==> src/rtl/mem_arbiter.sv <==
// Two-requester arbiter (instruction fetch vs. data) for a single-port, fixed-latency memory.
// One transaction is in flight at a time; data has priority unless fetch has been starved.
module mem_arbiter #(
  parameter int MEM_LAT    = 2,
  parameter int STARVE_MAX = 4
) (
  input  logic        clk,
  input  logic        rst,

  input  logic        if_req,
  input  logic [31:0] if_addr,
  output logic        if_gnt,
  output logic        if_rvalid,
  output logic [31:0] if_rdata,

  input  logic        d_req,
  input  logic        d_we,
  input  logic [3:0]  d_be,
  input  logic [31:0] d_addr,
  input  logic [31:0] d_wdata,
  output logic        d_gnt,
  output logic        d_rvalid,
  output logic [31:0] d_rdata,

  output logic        mem_en,
  output logic        mem_we,
  output logic [3:0]  mem_be,
  output logic [31:0] mem_addr,
  output logic [31:0] mem_wdata,
  input  logic [31:0] mem_rdata,

  output logic        busy
);

  typedef enum logic {
    IDLE = 1'b0,
    WAIT = 1'b1
  } arbStateT;

  localparam logic [2:0] LAT_LOAD   = 3'(MEM_LAT - 1);
  localparam logic [3:0] STARVE_LIM = 4'(STARVE_MAX);

  arbStateT   state, stateNext;
  logic [2:0] waitCnt, waitCntNext;
  logic [3:0] starveCnt, starveCntNext;
  logic       ownerData, ownerDataNext;
  logic       ownerStore, ownerStoreNext;
  logic       grantF, grantD, respDone;

  always_ff @(posedge clk) begin
    if (rst) begin
      state      <= IDLE;
      waitCnt    <= 3'd0;
      starveCnt  <= 4'd0;
      ownerData  <= 1'b0;
      ownerStore <= 1'b0;
    end else begin
      state      <= stateNext;
      waitCnt    <= waitCntNext;
      starveCnt  <= starveCntNext;
      ownerData  <= ownerDataNext;
      ownerStore <= ownerStoreNext;
    end
  end

  // Grant and response decisions are suppressed entirely while reset is held.
  always_comb begin
    stateNext      = state;
    waitCntNext    = waitCnt;
    starveCntNext  = starveCnt;
    ownerDataNext  = ownerData;
    ownerStoreNext = ownerStore;
    grantF         = 1'b0;
    grantD         = 1'b0;
    respDone       = 1'b0;
    if (!rst) begin
      case (state)
        IDLE: begin
          if (if_req || d_req) begin
            if (if_req && (!d_req || starveCnt == STARVE_LIM)) begin
              grantF        = 1'b1;
              starveCntNext = 4'd0;
            end else begin
              grantD = 1'b1;
              if (if_req && starveCnt < STARVE_LIM) begin
                starveCntNext = starveCnt + 4'd1;
              end
            end
            ownerDataNext  = grantD;
            ownerStoreNext = grantD && d_we;
            waitCntNext    = LAT_LOAD;
            stateNext      = WAIT;
          end
        end
        WAIT: begin
          if (waitCnt == 3'd0) begin
            respDone  = 1'b1;
            stateNext = IDLE;
          end else begin
            waitCntNext = waitCnt - 3'd1;
          end
        end
        default: stateNext = IDLE;
      endcase
    end
  end

  // Memory port carries a request only in the grant cycle and is zeroed otherwise.
  always_comb begin
    if_gnt    = grantF;
    d_gnt     = grantD;
    mem_en    = grantF || grantD;
    mem_we    = grantD && d_we;
    mem_be    = 4'b0000;
    mem_addr  = 32'd0;
    mem_wdata = 32'd0;
    if (grantF) begin
      mem_be   = 4'b1111;
      mem_addr = if_addr;
    end else if (grantD) begin
      mem_be    = d_we ? d_be : 4'b1111;
      mem_addr  = d_addr;
      mem_wdata = d_wdata;
    end
  end

  // Store acknowledgements strobe d_rvalid but never return data.
  always_comb begin
    if_rvalid = respDone && !ownerData;
    d_rvalid  = respDone && ownerData;
    if_rdata  = if_rvalid ? mem_rdata : 32'd0;
    d_rdata   = (d_rvalid && !ownerStore) ? mem_rdata : 32'd0;
    busy      = !rst && (state == WAIT);
  end

endmodule

==> config.mk <==
export PLATFORM = sky130hd
export DESIGN_NAME = mem_arbiter
export DESIGN_NICKNAME = d
export VERILOG_FILES = /design/src/rtl/mem_arbiter.sv
export SDC_FILE = /design/constraint.sdc
export NUM_CORES = 1
export LEC_CHECK = 0
export CORE_AREA = 4 4 105 107
export CTS_BUF_LIST = sky130_fd_sc_hd__clkbuf_8
export DETAILED_ROUTE_END_ITERATION = 10
export DIE_AREA = 0 0 109 111
export PLACE_DENSITY = 0.68
export SYNTH_ARGS = -nofsm -noshare
export SYNTH_HDL_FRONTEND = slang
export SYNTH_SLANG_ARGS = --single-unit
==> constraint.sdc <==
create_clock -name clk -period 4.15 [get_ports clk]
set_input_delay 1.245 -clock clk [delete_from_list [all_inputs] [get_ports clk]]
set_output_delay 1.245 -clock clk [all_outputs]
set_load 0.02 [all_outputs]
==> Yosys cells after proc, flatten, opt, wreduce, memory -nomap -nowiden <==
Cells that the tools add are included.
Widths: inputs -> output; s select.
{ "op_classes": {"n_lt_le_gt_ge": 1, "add_sub_neg": 2, "reduce_logical": 20, "muxes": 31, "n_bitwise": 1, "eq_ne": 3} }
{ "op_table": {"columns": ["operator", "n"], "rows": [
  ["$mux 32", 6],
  ["$mux 4", 5],
  ["$mux 1", 16],
  ["$logic_and 1x1->1", 8],
  ["$mux 3", 2],
  ["$pmux 3 s2", 1],
  ["$add 4x1->4 const B", 1],
  ["$eq 4x3->1 const B", 1],
  ["$logic_not 1->1", 4],
  ["$lt 4x3->1 const B", 1],
  ["$ne 2x2->1 const B", 2],
  ["$reduce_and 2->1", 2],
  ["$logic_not 3->1", 1],
  ["$logic_or 1x1->1", 3],
  ["$reduce_and 3->1", 1],
  ["$sub 3x1->3 const B", 1],
  ["$pmux 1 s2", 1],
  ["$reduce_bool 2->1", 1],
  ["$not 1->1", 1]
]} }
{ "word_totals": {"output_inout_bits": 139, "word_cells": 63, "reg_bits": 10, "input_bits": 137} }

==> Depth between registers and ports, before layout <==
{ "depth": {"depth_word": 12, "depth_mapped": 7, "depth_no_buf": 6} }

==> Least setup slack after synthesis <==
Ideal clock, no wire load.
{ "synth_timing": {"path_kind": "input to output", "start": "input port d_req", "end": "output port mem_addr[22]", "required_time_ps": 2905, "path_buffers": 2, "slack_ps": 456, "stages": 5, "arrival_ps": 2449, "cell_sequence": "buf_2 -> and2b_1 -> nand2_2 -> buf_2 -> o32ai_1"} }
{ "synth_between": {"elab_chain_len": 12} }
{ "synth_lines": {"columns": ["item", "line_no", "rtl"], "rows": [
  ["start, declared", "16", "input logic d_req,"],
  ["$logic_not 1->1", "80", "if (if_req && (!d_req || starveCnt == STARVE_LIM)) begin"],
  ["$logic_or 1x1->1", "80", null],
  ["$logic_and 1x1->1", "80", null],
  ["$mux 1", "80", null],
  ["$mux 1", "79", "if (if_req || d_req) begin"],
  ["$mux 1", "77", "case (state)"],
  ["$mux 1", "76", "if (!rst) begin"],
  ["$mux 1", "79", null],
  ["$mux 1", "77", null],
  ["$mux 1", "76", null],
  ["$mux 32", "120", "end else if (grantD) begin"],
  ["$mux 32 *", "117", "if (grantF) begin"],
  ["end, declared", "28", "output logic [31:0] mem_addr,"]
]} }
Mark *: on every way between the ends. The rest lies on a longest branch, timed or not. The select of a mux whose other input is x is not followed.

==> Worst setup path after layout <==
{ "layout_timing": {"start": "input port rst", "end": "output port d_rdata[16]"} }
{ "layout_between": {"elab_chain_len": 4} }
{ "layout_lines": {"columns": ["item", "line_no", "rtl"], "rows": [
  ["start, declared", "8", "input logic rst,"],
  ["$mux 1", "76", null],
  ["$logic_and 1x1->1", "130", "d_rvalid = respDone && ownerData;"],
  ["$logic_and 1x1->1", "132", "d_rdata = (d_rvalid && !ownerStore) ? mem_rdata : 32'd0;"],
  ["$mux 32", "132", null],
  ["end, declared", "23", "output logic [31:0] d_rdata,"]
]} }
No other way between the ends.

==> results.txt <==
----------------------------------------------------
[Run status]
  Run status ... finished, final reports clean

[Pwr]
  Total power divided by cell area ... between 100 and 150 nW/um2
  Largest voltage drop on the vdd net ... about 61 uV
  Total Power ... around 0.7 mW
  Static Leak ... ~2.2 nW

[Logic synthesis]
  Leading post-synthesis cells by cell area ... sky130_fd_sc_hd__and2_1 (31%), sky130_fd_sc_hd__o32ai_1 (14%), sky130_fd_sc_hd__nand3b_1 (13%), sky130_fd_sc_hd__dfxtp_1 (10%), sky130_fd_sc_hd__inv_1 (7.2%)
  Average instance area after synthesis ... 6.80 um2
  Synthesized cell area ... 1990 um2
  Post-synthesis register bit count ... 10
  Cell taking the most area after synthesis ... sky130_fd_sc_hd__and2_1
  Yosys top cell area share ... 0.311
  Ys Warns ... 0
  Post-Syn Instances ... approximately 300
  Total nets after synthesis ... ~430
  Part of the Yosys area used for sequential elements ... 0.100
  Number of distinct standard cells referenced by the synthesized netlist ... 33

[Timing]
  Worst slew margin ... 0.762
  Minimum clock period after layout ... ~4.1 ns
  Achievable Freq ... 246 MHz
  Final Setup Violations ... 0
  Setup slack after layout ... roughly 0.085 ns
  Endpoints failing hold ... 0
  Setup Skew ... roughly 0.0038 ns
  Count of final max-slew check failures ... 0
  Share of the clock period used by the worst path ... 0.980
  Actual transition at the worst max-transition pin ... 0.356 ns

[CTS]
  Clock transition at the registers of the reported paths ... about 0.050 ns
  CTS tree ... done
  Clock latency on the worst-skew pair ... around 0.25 ns
  Largest buffer count on any clock path ... 2
  Clk root buf ... sky130_fd_sc_hd__clkbuf_8
  Hold buffer count at cts ... 0
  Number of buffers added by the clock tree synthesis step ... 3
  Count of clock tree sinks ... 10
  H-Tree Level Count ... 1

[Global route]
  Vias in the first global route ... 3,077
  Antenna violations before repair ... 0
  GR Util All Layers ... 0.160
  Overflow left after global routing ... 0
  First-pass GRT wire length ... between 15,000 and 20,000 um
  Maximum number of pins on one net before global-route repair ... 45

[Worst setup path]
  Worst reg2reg startpoint ... starveCnt[0]$_SDFFE_PP0P_
  Maximum fanout along the worst path ... 32
  Kind of start point of the critical path ... input pin
  Setup CP Type ... in2out
  Kind of capture point of the worst setup path ... output pin
  R2R setup slack ... 2.67 ns
  Arr. time, crit path ... around 2.8 ns
  Worst setup path start ... rst
  Required time reported for the critical path endpoint ... 2.90 ns

[Finish]
  Nets ... about 700
  Synth-to-Final Area Change ... 142%
  Final core utilization ... 0.476
  Fraction of final layout cells with drive strength greater than 1 ... 0.115
  Antenna diode count ... 0

[Flow run]
  Max-capacitance violation count ... 0

[Die]
  Number of top-level pins ... 276
  Number of rows in the core area ... 37
  Effective utilization at floorplan ... 0.197
  Die Width ... ~110 um
  Die extent in y ... 111 um
  Area enclosed by the die boundary ... roughly 12,000 um2
  Area of the core region ... between 10,000 and 15,000 um2

[Drt]
  WL per Instance ... 15.1 um
  Final ANT Viol Nets ... 0
  Per-cell via count in the routed design ... about 4.4
  Routed Wire Length ... ~10,000 um
  Post-route DRC ... 0
  Starting DRC count in detailed routing ... roughly 140
  First-pass iteration count of the detailed router ... 4
  Total via count after detailed routing ... just over 3,000

[Placement]
  Count of buffers inserted at the top-level ports ... around 280
  Routability congestion estimate ... ~0.75
  HPWL after detailed placement ... ~8500 um
  Post-Place Worst Slack ... -0.248 ns

[Min path]
  Hold wc startpoint ... waitCnt[0]$_SDFFE_PP0P_
  Hold/Removal Path Class ... reg2reg

----------------------------------------------------
[where the power goes]
part	leakage (nW)	switching (mW)	internal, mW
sequential	0.0820	0.00537	0.103
clock	0.0288	0.0426	0.0838
combinational	2.06	0.203	0.242
[worst paths after layout]
check                            end  depth (start not counted)
max reg2reg   ownerData$_SDFFE_PP0P_                          7
min          waitCnt[0]$_SDFFE_PP0P_                          1
min reg2reg  waitCnt[0]$_SDFFE_PP0P_                          1
max                      d_rdata[16]                          6
[Yosys cell counts]
cell type / instances
sky130_fd_sc_hd__a211o_1: 1
sky130_fd_sc_hd__a21oi_1: 3
sky130_fd_sc_hd__a22o_1: 1
sky130_fd_sc_hd__a31oi_1: 3
sky130_fd_sc_hd__and2_1: 99
sky130_fd_sc_hd__and2b_1: 2
sky130_fd_sc_hd__and3_1: 1
sky130_fd_sc_hd__and3b_1: 1
sky130_fd_sc_hd__and3b_4: 1
sky130_fd_sc_hd__and4b_1: 1
sky130_fd_sc_hd__buf_2: 12
sky130_fd_sc_hd__clkbuf_1: 11
sky130_fd_sc_hd__clkbuf_2: 7
sky130_fd_sc_hd__dfxtp_1: 10
sky130_fd_sc_hd__ha_1: 4
sky130_fd_sc_hd__inv_1: 38
sky130_fd_sc_hd__mux2_2: 1
sky130_fd_sc_hd__nand2_1: 2
sky130_fd_sc_hd__nand2_2: 1
sky130_fd_sc_hd__nand2b_1: 3
sky130_fd_sc_hd__nand3_1: 2
sky130_fd_sc_hd__nand3b_1: 34
sky130_fd_sc_hd__nand4b_1: 1
sky130_fd_sc_hd__nor2_1: 1
sky130_fd_sc_hd__nor2b_1: 6
sky130_fd_sc_hd__nor3_1: 3
sky130_fd_sc_hd__nor4_1: 1
sky130_fd_sc_hd__o21a_1: 1
sky130_fd_sc_hd__o21ai_0: 1
sky130_fd_sc_hd__o21ba_2: 1
sky130_fd_sc_hd__o31ai_1: 6
sky130_fd_sc_hd__o32ai_1: 32
sky130_fd_sc_hd__or3_1: 2
[cells by family after synthesis]
kind of cell / share of synthesized area
flops: 0.100
fa+ha+maj: 0.0251
compound gates: 0.200
mux: 0.00565
simple gates: 0.529
buf+inv: 0.140
[area by class of cell]
class | count | area (um2)
fillers | 1002 | 5310
repair buffers | 288 | 2700
multi-input cells | 217 | 1560
flip-flops and latches | 10 | 200
well taps | 136 | 170
inverters | 38 | 143
clock buffers | 4 | 55.1
[timing repair]
item / 4_1_cts / 5_1_grt
resized for setup: 212 / 11
buffers inserted: 1 / 0
pin swaps: 1 / 2
cloned: 2 / 0
endpoints found under the setup margin: 71 / 71
endpoints found under the hold margin: 0 / 0
[metrics by stage]
step | std cells | instance area, um2 | TNS (ns) | hold WS, ns
4_1_cts | 693 | 4830 | 0 | 0.466
6_report | 693 | 4830 | 0 | 0.465
3_3_place_gp | 686 | 4940 | -11.47 | 0.448
5_1_grt | 693 | 4830 | -0.00930 | 0.484
3_5_place_dp | 686 | 4940 | -14.90 | 0.454
2_1_floorplan | 293 | 1990 | 0 | 0.441
[layout by cell type, fill, tap and decap left out, types with 6 or more instances in the layout]
| cell | count |
|---|---|
| sky130_fd_sc_hd__dlygate4sd2_1 | 35 |
| sky130_fd_sc_hd__dfxtp_1 | 10 |
| sky130_fd_sc_hd__clkdlybuf4s50_1 | 200 |
| sky130_fd_sc_hd__and2_1 | 99 |
| sky130_fd_sc_hd__buf_4 | 7 |
| sky130_fd_sc_hd__o32ai_1 | 30 |
| sky130_fd_sc_hd__buf_2 | 37 |
| sky130_fd_sc_hd__inv_1 | 38 |
| sky130_fd_sc_hd__buf_12 | 6 |
| sky130_fd_sc_hd__nand3b_1 | 34 |
[flip-flops by register name (all words and copies together), names as in the netlist]
signal      count
ownerData       1
state           1
ownerStore      1
starveCnt       4
waitCnt         3
[critical path, stage by stage]
cell and delay (ns):
sky130_fd_sc_hd__buf_2 0.13, sky130_fd_sc_hd__and2b_1 0.24, sky130_fd_sc_hd__and4b_1 0.26, sky130_fd_sc_hd__buf_12 0.17, sky130_fd_sc_hd__and2_1 0.16, sky130_fd_sc_hd__clkdlybuf4s50_1 0.61
[routing by layer]
layer | track usage | share of wire | up-vias
met5 | 0 | 0 | -
met4 | 0.0429 | 0.012 | 0
met3 | 0.0478 | 0.11 | 7
met2 | 0.304 | 0.51 | 161
met1 | 0.166 | 0.36 | 1354
li1 | - | - | 1524
No activity file was read; power rests on OpenSTA's default activity.
